$ cat src/rtl/mem_arbiter.sv
// Single-port RAM arbiter between instruction fetch and load/store requesters.
// Data has fixed priority; a starvation limit forces a fetch grant under contention.
module mem_arbiter #(
    parameter int unsigned ADDR_W     = 7,
    parameter int unsigned STARVE_MAX = 4
) (
    input  logic              clk,
    input  logic              rst,
    input  logic              i_req,
    input  logic [ADDR_W-1:0] i_addr,
    output logic              i_gnt,
    output logic              i_rvalid,
    output logic [31:0]       i_rdata,
    input  logic              d_req,
    input  logic              d_we,
    input  logic [3:0]        d_be,
    input  logic [ADDR_W-1:0] d_addr,
    input  logic [31:0]       d_wdata,
    output logic              d_gnt,
    output logic              d_rvalid,
    output logic [31:0]       d_rdata,
    output logic              mem_en,
    output logic [3:0]        mem_we,
    output logic [ADDR_W-1:0] mem_addr,
    output logic [31:0]       mem_wdata,
    input  logic [31:0]       mem_rdata,
    output logic [15:0]       conflict_cnt
);

    localparam int unsigned STARVE_W   = 4;
    localparam int unsigned CONFLICT_W = 16;
    localparam logic [STARVE_W-1:0] STARVE_LIM = STARVE_W'(STARVE_MAX);

    typedef enum logic [1:0] {
        OWN_NONE  = 2'd0,
        OWN_FETCH = 2'd1,
        OWN_DATA  = 2'd2
    } owner_e;

    owner_e                owner_q, owner_d;
    logic [STARVE_W-1:0]   starve_q, starve_d;
    logic [CONFLICT_W-1:0] conflict_q, conflict_d;

    // Grant decision: data wins unless fetch has been denied STARVE_MAX cycles in a row
    always_comb begin
        i_gnt = 1'b0;
        d_gnt = 1'b0;
        if (!rst) begin
            if (d_req && i_req && (starve_q == STARVE_LIM)) begin
                i_gnt = 1'b1;
            end else if (d_req) begin
                d_gnt = 1'b1;
            end else if (i_req) begin
                i_gnt = 1'b1;
            end
        end
    end

    // Winner drives the RAM port directly
    always_comb begin
        mem_en    = i_gnt | d_gnt;
        mem_addr  = d_gnt ? d_addr : i_addr;
        mem_we    = (d_gnt && d_we) ? d_be : 4'b0000;
        mem_wdata = d_wdata;
    end

    always_comb begin
        owner_d    = OWN_NONE;
        starve_d   = starve_q;
        conflict_d = conflict_q;

        if (i_gnt) begin
            owner_d = OWN_FETCH;
        end else if (d_gnt) begin
            owner_d = OWN_DATA;
        end

        if (i_gnt || !i_req) begin
            starve_d = '0;
        end else if (starve_q < STARVE_LIM) begin
            starve_d = starve_q + STARVE_W'(1);
        end

        if (i_req && d_req && (conflict_q != {CONFLICT_W{1'b1}})) begin
            conflict_d = conflict_q + CONFLICT_W'(1);
        end
    end

    always_ff @(posedge clk) begin
        if (rst) begin
            owner_q    <= OWN_NONE;
            starve_q   <= '0;
            conflict_q <= '0;
        end else begin
            owner_q    <= owner_d;
            starve_q   <= starve_d;
            conflict_q <= conflict_d;
        end
    end

    assign i_rvalid     = (owner_q == OWN_FETCH);
    assign d_rvalid     = (owner_q == OWN_DATA);
    assign i_rdata      = mem_rdata;
    assign d_rdata      = mem_rdata;
    assign conflict_cnt = conflict_q;

endmodule
$ cat config.mk
export PLATFORM = sky130hd
export DESIGN_NAME = mem_arbiter
export DESIGN_NICKNAME = d
export VERILOG_FILES = /design/src/rtl/mem_arbiter.sv
export SDC_FILE = /design/constraint.sdc
export NUM_CORES = 1
export LEC_CHECK = 0
export BUFFER_PORTS_ARGS = -buffer_cell sky130_fd_sc_hd__buf_2
export CAP_MARGIN = 25
export CORE_MARGIN = 4
export CORE_UTILIZATION = 35
export DETAILED_ROUTE_END_ITERATION = 7
export PLACE_DENSITY_LB_ADDON = 0.12
export SETUP_SLACK_MARGIN = 0.2
export SLEW_MARGIN = 5
export SYNTH_ARGS = -nofsm -noshare
export SYNTH_HDL_FRONTEND = slang
export SYNTH_SLANG_ARGS = --single-unit
$ cat constraint.sdc
create_clock -name clk -period 2.2 [get_ports clk]
set_clock_uncertainty 0.2 [all_clocks]
set_input_delay 0.22 -clock clk [delete_from_list [all_inputs] [get_ports clk]]
set_output_delay 0.22 -clock clk [all_outputs]
set_load 0.02 [all_outputs]
==> results of run 1 <==
==> Yosys cell counts (all sizes together) <==
cell,number
a311oi,1
o31ai,3
a31o,1
nor2,11
or4,6
or4b,1
nor2b,5
o41ai,2
a31oi,1
and2,1
ha,3
nand2b,2
dfxtp,22
buf,98
a21oi,15
nand4,7
o2111ai,1
clkbuf,3
xnor2,1
nor4,6
and4,2
o21ai,8
mux2,8
or2,1
nand3,3
and3,6
nor3b,2
nand2,7
nor3,3
inv,7
or3,6
==> through the flow <==
stage | instances | hold slack, ps | area [um^2] | power [mW] | utilization, %
3_5_place_dp | 277 | 240 | 1660 | 0.530 | 30.2
3_3_place_gp | 277 | 240 | 1660 | 0.531 | 30.2
4_1_cts | 286 | 79.9 | 1920 | 0.957 | 34.8
6_report | 288 | 74.4 | 1950 | 0.944 | 35.3
2_1_floorplan | 243 | 112 | 1990 | 0.735 | -
5_1_grt | 288 | 82.5 | 1950 | 0.986 | 35.3
==> cell usage in the layout, fill, tap and decap left out, types with 3 or more instances in the layout <==
cell type	n
nor2b_1	4
clkbuf_8	3
buf_6	15
nand2_1	7
a21oi_1	14
nor3_1	3
o31ai_1	3
or4_1	5
nand4_1	6
nor2_1	11
buf_4	13
buf_2	42
mux2_4	7
or3_1	6
nor4_1	5
inv_1	5
o21ai_0	8
dfxtp_2	5
dfxtp_1	17
and3_4	5
==> path summary, 6_finish.rpt <==
check	cells past startpoint	endpoint	startpoint
max	7	mem_addr[2]	starve_q[1]$_SDFFE_PP0N_
min	2	owner_q[1]$_SDFF_PP0_	i_req
max reg2reg	7	conflict_cnt[5]$_SDFFE_PP0P_	conflict_cnt[0]$_SDFFE_PP0P_
min reg2reg	1	conflict_cnt[15]$_SDFFE_PP0P_	conflict_cnt[15]$_SDFFE_PP0P_
==> cell type report <==
type / instances / area [um^2]
fill: 576 / 3560
multi-input combinational: 113 / 835
timing repair buffer: 70 / 477
sequential: 22 / 447
tap: 72 / 90.1
clock buffer: 3 / 41.3
clock inverter: 1 / 30.0
inverter: 7 / 26.3
==> critical path, cell delays in order (launching register included) <==
cell	delay [ps]
dfxtp_2	340
inv_2	30
ha_2	160
and3_4	180
a21oi_4	150
buf_6	150
mux2_4	300
buf_6	130
==> power by group through the flow <==
stage / sequential (mW) / combinational [mW] / clock [mW]
2_1_floorplan: 0.418 / 0.317 / 0
3_3_place_gp: 0.416 / 0.114 / 0
3_5_place_dp: 0.417 / 0.114 / 0
4_1_cts: 0.407 / 0.150 / 0.400
5_1_grt: 0.408 / 0.163 / 0.415
6_report: 0.407 / 0.151 / 0.385
==> timing repair <==
action	4_1_cts	5_1_grt
resized for setup	43	5
buffers inserted	4	2
pin swaps	7	2
endpoints found under the setup margin	16	24
hold endpoints to repair	0	0
gates cloned	1	0
==> layer usage <==
| metal | track usage, % | part of all wire (%) | vias to the layer above |
|---|---|---|---|
| met2 | 19.7 | 48 | 36 |
| met1 | 14.4 | 42 | 646 |
| met3 | 4.46 | 7.0 | 25 |
| li1 | - | - | 694 |
| met4 | 5.79 | 2.5 | 0 |
| met5 | 0 | 0 | - |
==> sequential cells by signal, indices dropped and copies added, names as in the netlist <==
register,count
conflict_cnt,16
owner_q,2
starve_q,4
==> cells by family (layout without fill, tap and decap cells) <==
| family | Yosys count | in the layout | synth area share (%) |
|---|---|---|---|
| flops | 22 | 22 | 22.3 |
| xor+xnor | 1 | 1 | 0.443 |
| simple gates | 69 | 69 | 22.2 |
| buf+inv | 108 | 81 | 39.2 |
| compound gates | 32 | 32 | 9.49 |
| fa+ha+maj | 3 | 3 | 1.90 |
| mux | 8 | 8 | 4.56 |
==> metrics.md, run 1 <==
| Metric | Value |
|---|---|
| Via count | 1401 |
| Chip width | 83.2 um |
| Crit end category | output pin |
| Num CTS Buffers | 3 |
| Clock Tree Root | clkbuf_8 |
| Drt pass-1 iters | 4 |
| Post-synth cell types | 38 |
| Unrepaired setup endpoints after global routing | yes |
| TNS Setup | 0 ps |
| Htree depth | 1 |
| CTS Hold Buffers Added | 0 |
| Clock sinks | 22 |
| Number of DRC markers in iteration 0 | 48 |
| RD Place Congestion | 0.739 |
| Max transition margin | 77.4% |
| Worst-Skew Late Latency | 270 ps |
| Largest net degree at the start of global routing | 25 |
| PD cells | 485 nW/um^2 |
| Num rows | 27 |
| Crit-path max FO | 5 |
| Slew @ Worst Pin | 335 ps |
| Worst slack at placement | 157 ps |
| Critical Path Start Type | flop |
| Initial antenna violation count | 0 |
| Max clock buf depth | 2 |
| Setup ws final | 68.7 ps |
| Mapped Area | 1980 um^2 |
| Leakage | 0.840 nW |
| Synth Warn # | 0 |
| Ant. Diodes | 0 |
| Seq pwr share | 43.2% |
| Antenna Nets Post-Route | 0 |
| Crit Path Class | reg2out |
| Final min period | 2130 ps |
| Area Overhead vs Synth | -1.58% |
| Global router's overall resource usage | 12.3% |
| Status | finished, final reports clean |
| Hpwl dp | 3070 um |
| Ports | 215 |
| Worst-path clk slew | 80 ps |
| Critical path arrival | 1710 ps |
| Area contributors post-synth | buf_4 (36%), dfxtp_1 (22%), mux2_2 (4.6%), a21oi_1 (3.8%), nor2_1 (2.1%) |
| Fmax | 469 MHz |
| Nets | 307 |
| Number of global-route vias before repair | 1420 |
| DRC | 0 |
| WL/cell | 14.9 um |
| Final-report hold violation count | 0 |
| # setup viols final | 0 |
| Psw | 0.220 mW |
| Die height | 83.2 um |
| Starting Density | 35.9% |
| Slew Viols, Final | 0 |
| Core Footprint | 5510 um^2 |
| Power Internal | 0.723 mW |
| Syn Inst Count | 243 |
| Mean Syn Cell Area | 8.14 um^2 |
| Share of layout cells above drive strength 1 | 48.6% |
| I/O Buffers | 54 |
| Clock share of power | 40.8% |
| Sequential area share after synthesis | 22.3% |
| First-pass GRT wire length | 7160 um |
| Aggregate routed wire length | 4300 um |
| Critical Path RT | 1780 ps |
| Worst vdd ir | 0.379 mV |
| Max-Cap Viols | 0 |
| Vias per cell | 4.86 |
| Comb power frac | 16.0% |
| Die area | 6910 um^2 |
| GRT overflow | 0 |
| Switching Share | 23.4% |
| Flop-to-flop setup slack | 280 ps |
| CTS tree | done |
| Area leader, netlist | buf_4 |
| Share of the synthesized area in the top cell type | 36.5% |
| Tightest Hold Check Type | in2reg |
| Post-Synthesis Net Count | 333 |
| Post-route clock period utilization | 96.9% |
| FF+latch count, synth | 22 |
Note: power is estimated with default switching activity, not from simulation.
==> run 2: changes to the inputs <==
--- a/config.mk
+++ b/config.mk
@@ -5,10 +5,11 @@
 export SDC_FILE = /design/constraint.sdc
 export NUM_CORES = 1
 export LEC_CHECK = 0
+export ABC_AREA = 1
 export BUFFER_PORTS_ARGS = -buffer_cell sky130_fd_sc_hd__buf_2
 export CAP_MARGIN = 25
 export CORE_MARGIN = 4
-export CORE_UTILIZATION = 35
+export CORE_UTILIZATION = 36
 export DETAILED_ROUTE_END_ITERATION = 7
 export PLACE_DENSITY_LB_ADDON = 0.12
 export SETUP_SLACK_MARGIN = 0.2
==> run 2 against run 1 <==
Critical path depth grew 2; first-iteration DRC count grew 2.1%; register-to-register slack gained 240 ps; critical path type unchanged.
==> metrics.md, run 2 <==
| Metric | Value |
|---|---|
| Worst-Skew Late Latency | 260 ps (was 270 ps) |
| Vias per cell | 4.55 (was 4.86) |
| Synth Area in Compound Gates | 4.76% (was 9.49%) |
| Max clock buf depth | 2 (unchanged) |
| Post-Synthesis Net Count | 405 (was 333) |
| Status | finished, final reports clean (unchanged) |
| Synth Area in Adders | 1.81% (was 1.90%) |
| Area contributors post-synth | buf_4 (35%), dfxtp_1 (21%), nand2_1 (11%), nor2_1 (8.7%), inv_1 (5.2%) (was buf_4 (36%), dfxtp_1 (22%), mux2_2 (4.6%), a21oi_1 (3.8%), nor2_1 (2.1%)) |
| Initial antenna violation count | 0 (unchanged) |
| Via count | 1582 (was 1401) |
| Mapped Area | 2080 um^2 (was 1980 um^2) |
| Finished Cell Area | 1860 um^2 (was 1950 um^2) |
| Leakage | 0.879 nW (was 0.840 nW) |
| Multi-input gate area | 833 um^2 (was 835 um^2) |
| Max-Cap Viols | 0 (unchanged) |
| Tightest Hold Check Type | in2reg (unchanged) |
| # setup viols final | 0 (unchanged) |
| Synth Warn # | 0 (unchanged) |
| PD cells | 431 nW/um^2 (was 485 nW/um^2) |
| Worst Path Buf+Inv | 3 (unchanged) |
| Slew Viols, Final | 0 (unchanged) |
| Area leader, netlist | buf_4 (unchanged) |
| Crit end category | output pin (unchanged) |
| GR Util met1 | 14.6% (was 14.4%) |
| WL/cell | 14.4 um (was 14.9 um) |
| Critical path arrival | 1560 ps (was 1710 ps) |
| Final-report hold violation count | 0 (unchanged) |
| First-pass GRT wire length | 7930 um (was 7160 um) |
| Hpwl dp | 4010 um (was 3070 um) |
| Mux cell area share after synthesis | 0% (was 4.56%) |
| Drt pass-1 iters | 4 (unchanged) |
| Met3 global-route usage | 7.70% (was 4.46%) |
| Critical-path top delay cell | dfxtp_2 (unchanged) |
| FF+latch count, synth | 22 (unchanged) |
| Clock sinks | 22 (unchanged) |
| FF/Latch Area | 443 um^2 (was 447 um^2) |
| Critical Path RT | 1780 ps (about the same) |
| Max transition margin | 84.1% (was 77.4%) |
| Area Overhead vs Synth | -10.2% (was -1.58%) |
| Aggregate routed wire length | 5000 um (was 4300 um) |
| Antenna Nets Post-Route | 0 (unchanged) |
| Number of DRC markers in iteration 0 | 49 (was 48) |
| Clock Tree Root | clkbuf_8 (unchanged) |
| Fin util | 33.6% (was 35.3%) |
| Number of global-route vias before repair | 1544 (was 1420) |
| Most frequent cells in the layout | nand2_1 (49), nor2_1 (47), buf_2 (44), inv_1 (26), dfxtp_1 (20) (was buf_2 (42), dfxtp_1 (17), buf_6 (15), a21oi_1 (14), buf_4 (13)) |
| Global routing's busiest layer | met2 (unchanged) |
| Core Footprint | 5540 um^2 (was 5510 um^2) |
| Num rows | 27 (unchanged) |
| Mean Syn Cell Area | 6.59 um^2 (was 8.14 um^2) |
| Syn Inst Count | 315 (was 243) |
| Largest net degree at the start of global routing | 14 (was 25) |
| Unrepaired setup endpoints after global routing | yes (unchanged) |
| Fillers | 648 (was 576) |
| Top delay family on crit path | simple AND/OR/NAND/NOR gates (was flip-flops) |
| GRT overflow | 0 (unchanged) |
| Die height | 83.9 um (was 83.2 um) |
| CTS tree | done (unchanged) |
| Post-synth EDFFs | 0 (unchanged) |
| Num CTS Buffers | 3 (unchanged) |
| Largest family of logic cells by synthesized area | buffers and inverters (unchanged) |
| Primary FF master, synth | dfxtp_1 (unchanged) |
| RD Place Congestion | 0.798 (was 0.739) |
| Grt met2 use | 22.6% (was 19.7%) |
| Post-synth top cells | buf_4 (96), nand2_1 (63), nor2_1 (48), inv_1 (29), dfxtp_1 (22) (was buf_4 (96), dfxtp_1 (22), a21oi_1 (15), nor2_1 (11)) |
| TNS Setup | 0 ps (unchanged) |
| Crit-path max FO | 7 (was 5) |
| Fmax | 505 MHz (was 469 MHz) |
| Post-Synth Simple-Gate Area | 30.1% (was 22.2%) |
| Worst vdd ir | 0.247 mV (was 0.379 mV) |
| Post-synth cell types | 24 (was 38) |
| Sequential area share after synthesis | 21.2% (was 22.3%) |
| Die area | 7050 um^2 (was 6910 um^2) |
| Commonest non-fill, non-tap cell in the layout | nand2_1 (was buf_2) |
| Ant. Diodes | 0 (unchanged) |
| Starting Density | 37.5% (was 35.9%) |
| Slowest cell delay on critical path | 340 ps (about the same) |
| Ports | 215 (unchanged) |
| Chip width | 83.9 um (was 83.2 um) |
| I/O Buffers | 54 (unchanged) |
| Async SR Flop Fraction | 0% (unchanged) |
| CTS Hold Buffers Added | 0 (unchanged) |
| Critical Path Start Type | flop (unchanged) |
| Most numerous cell in the Yosys netlist | buf_4 (unchanged) |
| Worst-path clk slew | 80 ps (about the same) |
| Share of the synthesized area in the top cell type | 34.7% (was 36.5%) |
| Post-route clock period utilization | 90.1% (was 96.9%) |
| DRC | 0 (unchanged) |
| Htree depth | 1 (unchanged) |
| Post-synthesis xor/xnor area fraction | 0.844% (was 0.443%) |
| Share of layout cells above drive strength 1 | 33.7% (was 48.6%) |
| Global router's overall resource usage | 13.7% (was 12.3%) |
| Slew @ Worst Pin | 238 ps (was 335 ps) |
| Largest register FFs | 16 (unchanged) |
| Crit-path most repeated cell | nand2_2 (was buf_6) |
| Crit Path Class | reg2out (unchanged) |
| Final min period | 1980 ps (was 2130 ps) |
| Crit path cell chain | inv_2 > ha_4 > nand4_1 > nand2_2 > nor2_4 > buf_6 > nand2_2 > nand2_2 > buf_6 (was inv_2 > ha_2 > and3_4 > a21oi_4 > buf_6 > mux2_4 > buf_6) |
| Nets | 368 (was 307) |
| Placed inst area | 1700 um^2 (was 1660 um^2) |
==> run 2: what timing repair did <==
item	in CTS	in global routing
resized for setup	19	22
setup buffers	1	0
setup endpoints to repair	13	13
pin swaps	5	10
==> run 2: final cells by class <==
cell class	count	share of cell area (%)
well taps	72	4.84
multi-input cells	165	44.7
inverters	29	5.98
clock buffers	3	2.22
repair buffers	57	18.5
flip-flops and latches	22	23.8
==> run 2: through the flow <==
step,setup slack (ps),instances,hold WS [ps],power (mW)
2_1_floorplan,278,315,89.1,0.735
3_3_place_gp,319,344,240,0.532
4_1_cts,200,348,30.7,0.813
3_5_place_dp,278,344,240,0.532
5_1_grt,83.9,348,47.4,0.857
6_report,218,348,22.8,0.802
==> run 2: where the power goes <==
| group | switching, mW | internal, mW |
|---|---|---|
| sequential | 0.00350 | 0.402 |
| combinational | 0.0811 | 0.0619 |
| clock | 0.131 | 0.122 |
==> run 2: logic make-up after synthesis <==
logic type,after synthesis
compound gates,19
xor+xnor,2
fa+ha+maj,3
buf+inv,128
flops,22
simple gates,141
==> run 2: final timing paths <==
check	start	endpoint	slack [ps]	cells past startpoint
setup / recovery	starve_q[1]$_SDFFE_PP0N_	mem_addr[2]	220	9
hold reg to reg	conflict_cnt[1]$_SDFFE_PP0P_	conflict_cnt[1]$_SDFFE_PP0P_	300	2
setup reg to reg	conflict_cnt[0]$_SDFFE_PP0P_	conflict_cnt[14]$_SDFFE_PP0P_	520	8
hold / removal	rst	owner_q[1]$_SDFF_PP0_	20	2
==> run 2: per-layer routing <==
layer	wire length [um]	part of all wire, %
met5	57	1.1
met4	112	2.2
met3	629	13
met2	2270	46
met1	1920	38
==> run 2: worst reg2reg max path, stage by stage (launching register included) <==
cell and delay (ps):
dfxtp_1 410, ha_1 240, nand2_1 100, nor2_2 140
nand2_1 130, nor2_2 180, nand3_1 100, nand2_1 60
nor2_1 40
==> run 3: changes to the inputs <==
--- a/config.mk
+++ b/config.mk
@@ -8,6 +8,7 @@
 export ABC_AREA = 1
 export BUFFER_PORTS_ARGS = -buffer_cell sky130_fd_sc_hd__buf_2
 export CAP_MARGIN = 25
+export CORE_ASPECT_RATIO = 0.8
 export CORE_MARGIN = 4
 export CORE_UTILIZATION = 36
 export DETAILED_ROUTE_END_ITERATION = 7
==> run 3 against run 2 <==
Total power rose by 0.98%; combinational power rose by 8%; hold slack gained 55 ps; global-route usage fell by 0.80 points; critical path type is now in2out.
==> metrics.md, run 3 (synthesis gave the netlist of run 2 again) <==
| Metric | Value |
|---|---|
| Drt pass-1 iters | 4 (unchanged) |
| Flop-to-flop setup slack | 220 ps (was 520 ps) |
| Status | finished, final reports clean (unchanged) |
| Critical Path Start Type | input port (was flop) |
| Max clock buf depth | 2 (unchanged) |
| TNS Setup | 0 ps (unchanged) |
| Max-Cap Viols | 0 (unchanged) |
| Max transition margin | 83.6% (was 84.1%) |
| Starting Density | 37.6% (was 37.5%) |
| Final Power | 0.810 mW (was 0.802 mW) |
| Largest register FFs | 16 (unchanged) |
| Crit-path max FO | 6 (was 7) |
| I/O Buffers | 54 (unchanged) |
| Final-report hold violation count | 0 (unchanged) |
| Crit end category | output pin (unchanged) |
| Slew @ Worst Pin | 245 ps (was 238 ps) |
| GRT overflow | 0 (unchanged) |
| Ant. Diodes | 0 (unchanged) |
| Post-route clock period utilization | 91.7% (was 90.1%) |
| Worst-path clk slew | 80 ps (about the same) |
| Hold path start | i_req (was rst) |
| Antenna Nets Post-Route | 0 (unchanged) |
| Global router's overall resource usage | 12.9% (was 13.7%) |
| Core Footprint | 5530 um^2 (was 5540 um^2) |
| Reg-to-Reg End | starve_q[0]$_SDFFE_PP0N_ (was conflict_cnt[14]$_SDFFE_PP0P_) |
| Unrepaired setup endpoints after global routing | yes (unchanged) |
| Vias per cell | 4.30 (was 4.55) |
| Critical path arrival | 1600 ps (was 1560 ps) |
| CTS tree | done (unchanged) |
| RD Place Congestion | 0.758 (was 0.798) |
| Initial antenna violation count | 0 (unchanged) |
| Chip width | 92.9 um (was 83.9 um) |
| Worst vdd ir | 0.175 mV (was 0.247 mV) |
| Multi-input gate area | 838 um^2 (was 833 um^2) |
| Cells on worst reg2reg path | 13 (was 8) |
| Die height | 75.9 um (was 83.9 um) |
| First-pass GRT wire length | 7530 um (was 7930 um) |
| Most frequent cells in the layout | nand2_1 (55), buf_2 (43), nor2_1 (42), inv_1 (25), dfxtp_1 (20) (was nand2_1 (49), nor2_1 (47), buf_2 (44), inv_1 (26), dfxtp_1 (20)) |
| FF/Latch Area | 443 um^2 (unchanged) |
| DRC | 0 (unchanged) |
| Worst hold path depth | 2 (unchanged) |
| Slew Viols, Final | 0 (unchanged) |
| WL/cell | 12.4 um (was 14.4 um) |
| PD cells | 397 nW/um^2 (was 431 nW/um^2) |
| Fin util | 36.9% (was 33.6%) |
| Commonest non-fill, non-tap cell in the layout | nand2_1 (unchanged) |
| Die area | 7050 um^2 (about the same) |
| Crit Path Class | in2out (was reg2out) |
| Final min period | 2020 ps (was 1980 ps) |
| Clock Tree Root | clkbuf_8 (unchanged) |
| Number of DRC markers in iteration 0 | 76 (was 49) |
| Critical Path RT | 1780 ps (about the same) |
| Largest net degree at the start of global routing | 15 (was 14) |
| Clock sinks | 22 (unchanged) |
| Htree depth | 1 (unchanged) |
| Leakage | 0.966 nW (was 0.879 nW) |
| Num rows | 24 (was 27) |
| Min-Delay Endpoint | owner_q[0]$_SDFF_PP0_ (was owner_q[1]$_SDFF_PP0_) |
| Hpwl dp | 3480 um (was 4010 um) |
| Worst-Skew Late Latency | 260 ps (about the same) |
| Ports | 215 (unchanged) |
| Aggregate routed wire length | 4580 um (was 5000 um) |
| # setup viols final | 0 (unchanged) |
| Tightest Hold Check Type | in2reg (unchanged) |
| Fmax | 496 MHz (was 505 MHz) |
| Launch point of the worst reg-to-reg path | starve_q[1]$_SDFFE_PP0N_ (was conflict_cnt[0]$_SDFFE_PP0P_) |
| Nets | 384 (was 368) |
| Share of layout cells above drive strength 1 | 37.0% (was 33.7%) |
| Number of global-route vias before repair | 1551 (was 1544) |
| Fillers | 630 (was 648) |
| Area Overhead vs Synth | -1.69% (was -10.2%) |
| Via count | 1591 (was 1582) |
| Num CTS Buffers | 3 (unchanged) |
[run 3: what timing repair did]
item / 4_1_cts / 5_1_grt
setup buffers: 12 / 3
hold endpoints to repair: 1 / 0
cloned: 1 / 0
hold buffers: 1 / 0
pin swaps: 4 / 5
resized for setup: 21 / 36
endpoints found under the setup margin: 12 / 16
[run 3: layout make-up]
type                    instances  share of cell area (%)
clock buffers                   3                    2.02
inverters                      29                    5.58
multi-input cells             165                    41.1
flip-flops and latches         22                    21.7
well taps                      78                    4.78
repair buffers                 73                    24.8
[run 3: worst max-delay path by stage]
stage | startpoint | end
4_1_cts | starve_q[1]$_SDFFE_PP0N_ | mem_addr[6]
3_3_place_gp | starve_q[0]$_SDFFE_PP0N_ | mem_addr[6]
5_1_grt | rst | mem_en
2_1_floorplan | starve_q[0]$_SDFFE_PP0N_ | mem_we[0]
3_5_place_dp | starve_q[0]$_SDFFE_PP0N_ | mem_addr[6]
6_report | rst | mem_en
[run 3: metrics by stage]
stage          instances  cell area [um^2]  worst slack, ps  hold WS [ps]
2_1_floorplan        315              2080              278          89.1
4_1_cts              367              1910              201          66.3
6_report             370              2040              183          77.8
3_5_place_dp         350              1710              330           240
5_1_grt              370              2040              116          78.1
3_3_place_gp         350              1710              366           240
[run 3: worst max-delay path, stage by stage]
cell and delay, ps:
dlygate4sd3_1 530, buf_2 190, inv_1 90, and3_1 190, or2_1 250, buf_6 140
[run 3: where the power goes]
part           internal, mW  switching, mW
Sequential            0.402        0.00359
Combinational        0.0707         0.0834
Clock                 0.122          0.128
Total                 0.595          0.215
[run 3: routing by layer]
layer / vias up / GRT usage, % / share of wire (%)
li1: 829 / - / -
met3: 14 / 6.44 / 9.4
met5: - / 0 / 0
met2: 49 / 18.7 / 44
met1: 699 / 16.9 / 45
met4: 0 / 3.51 / 1.4
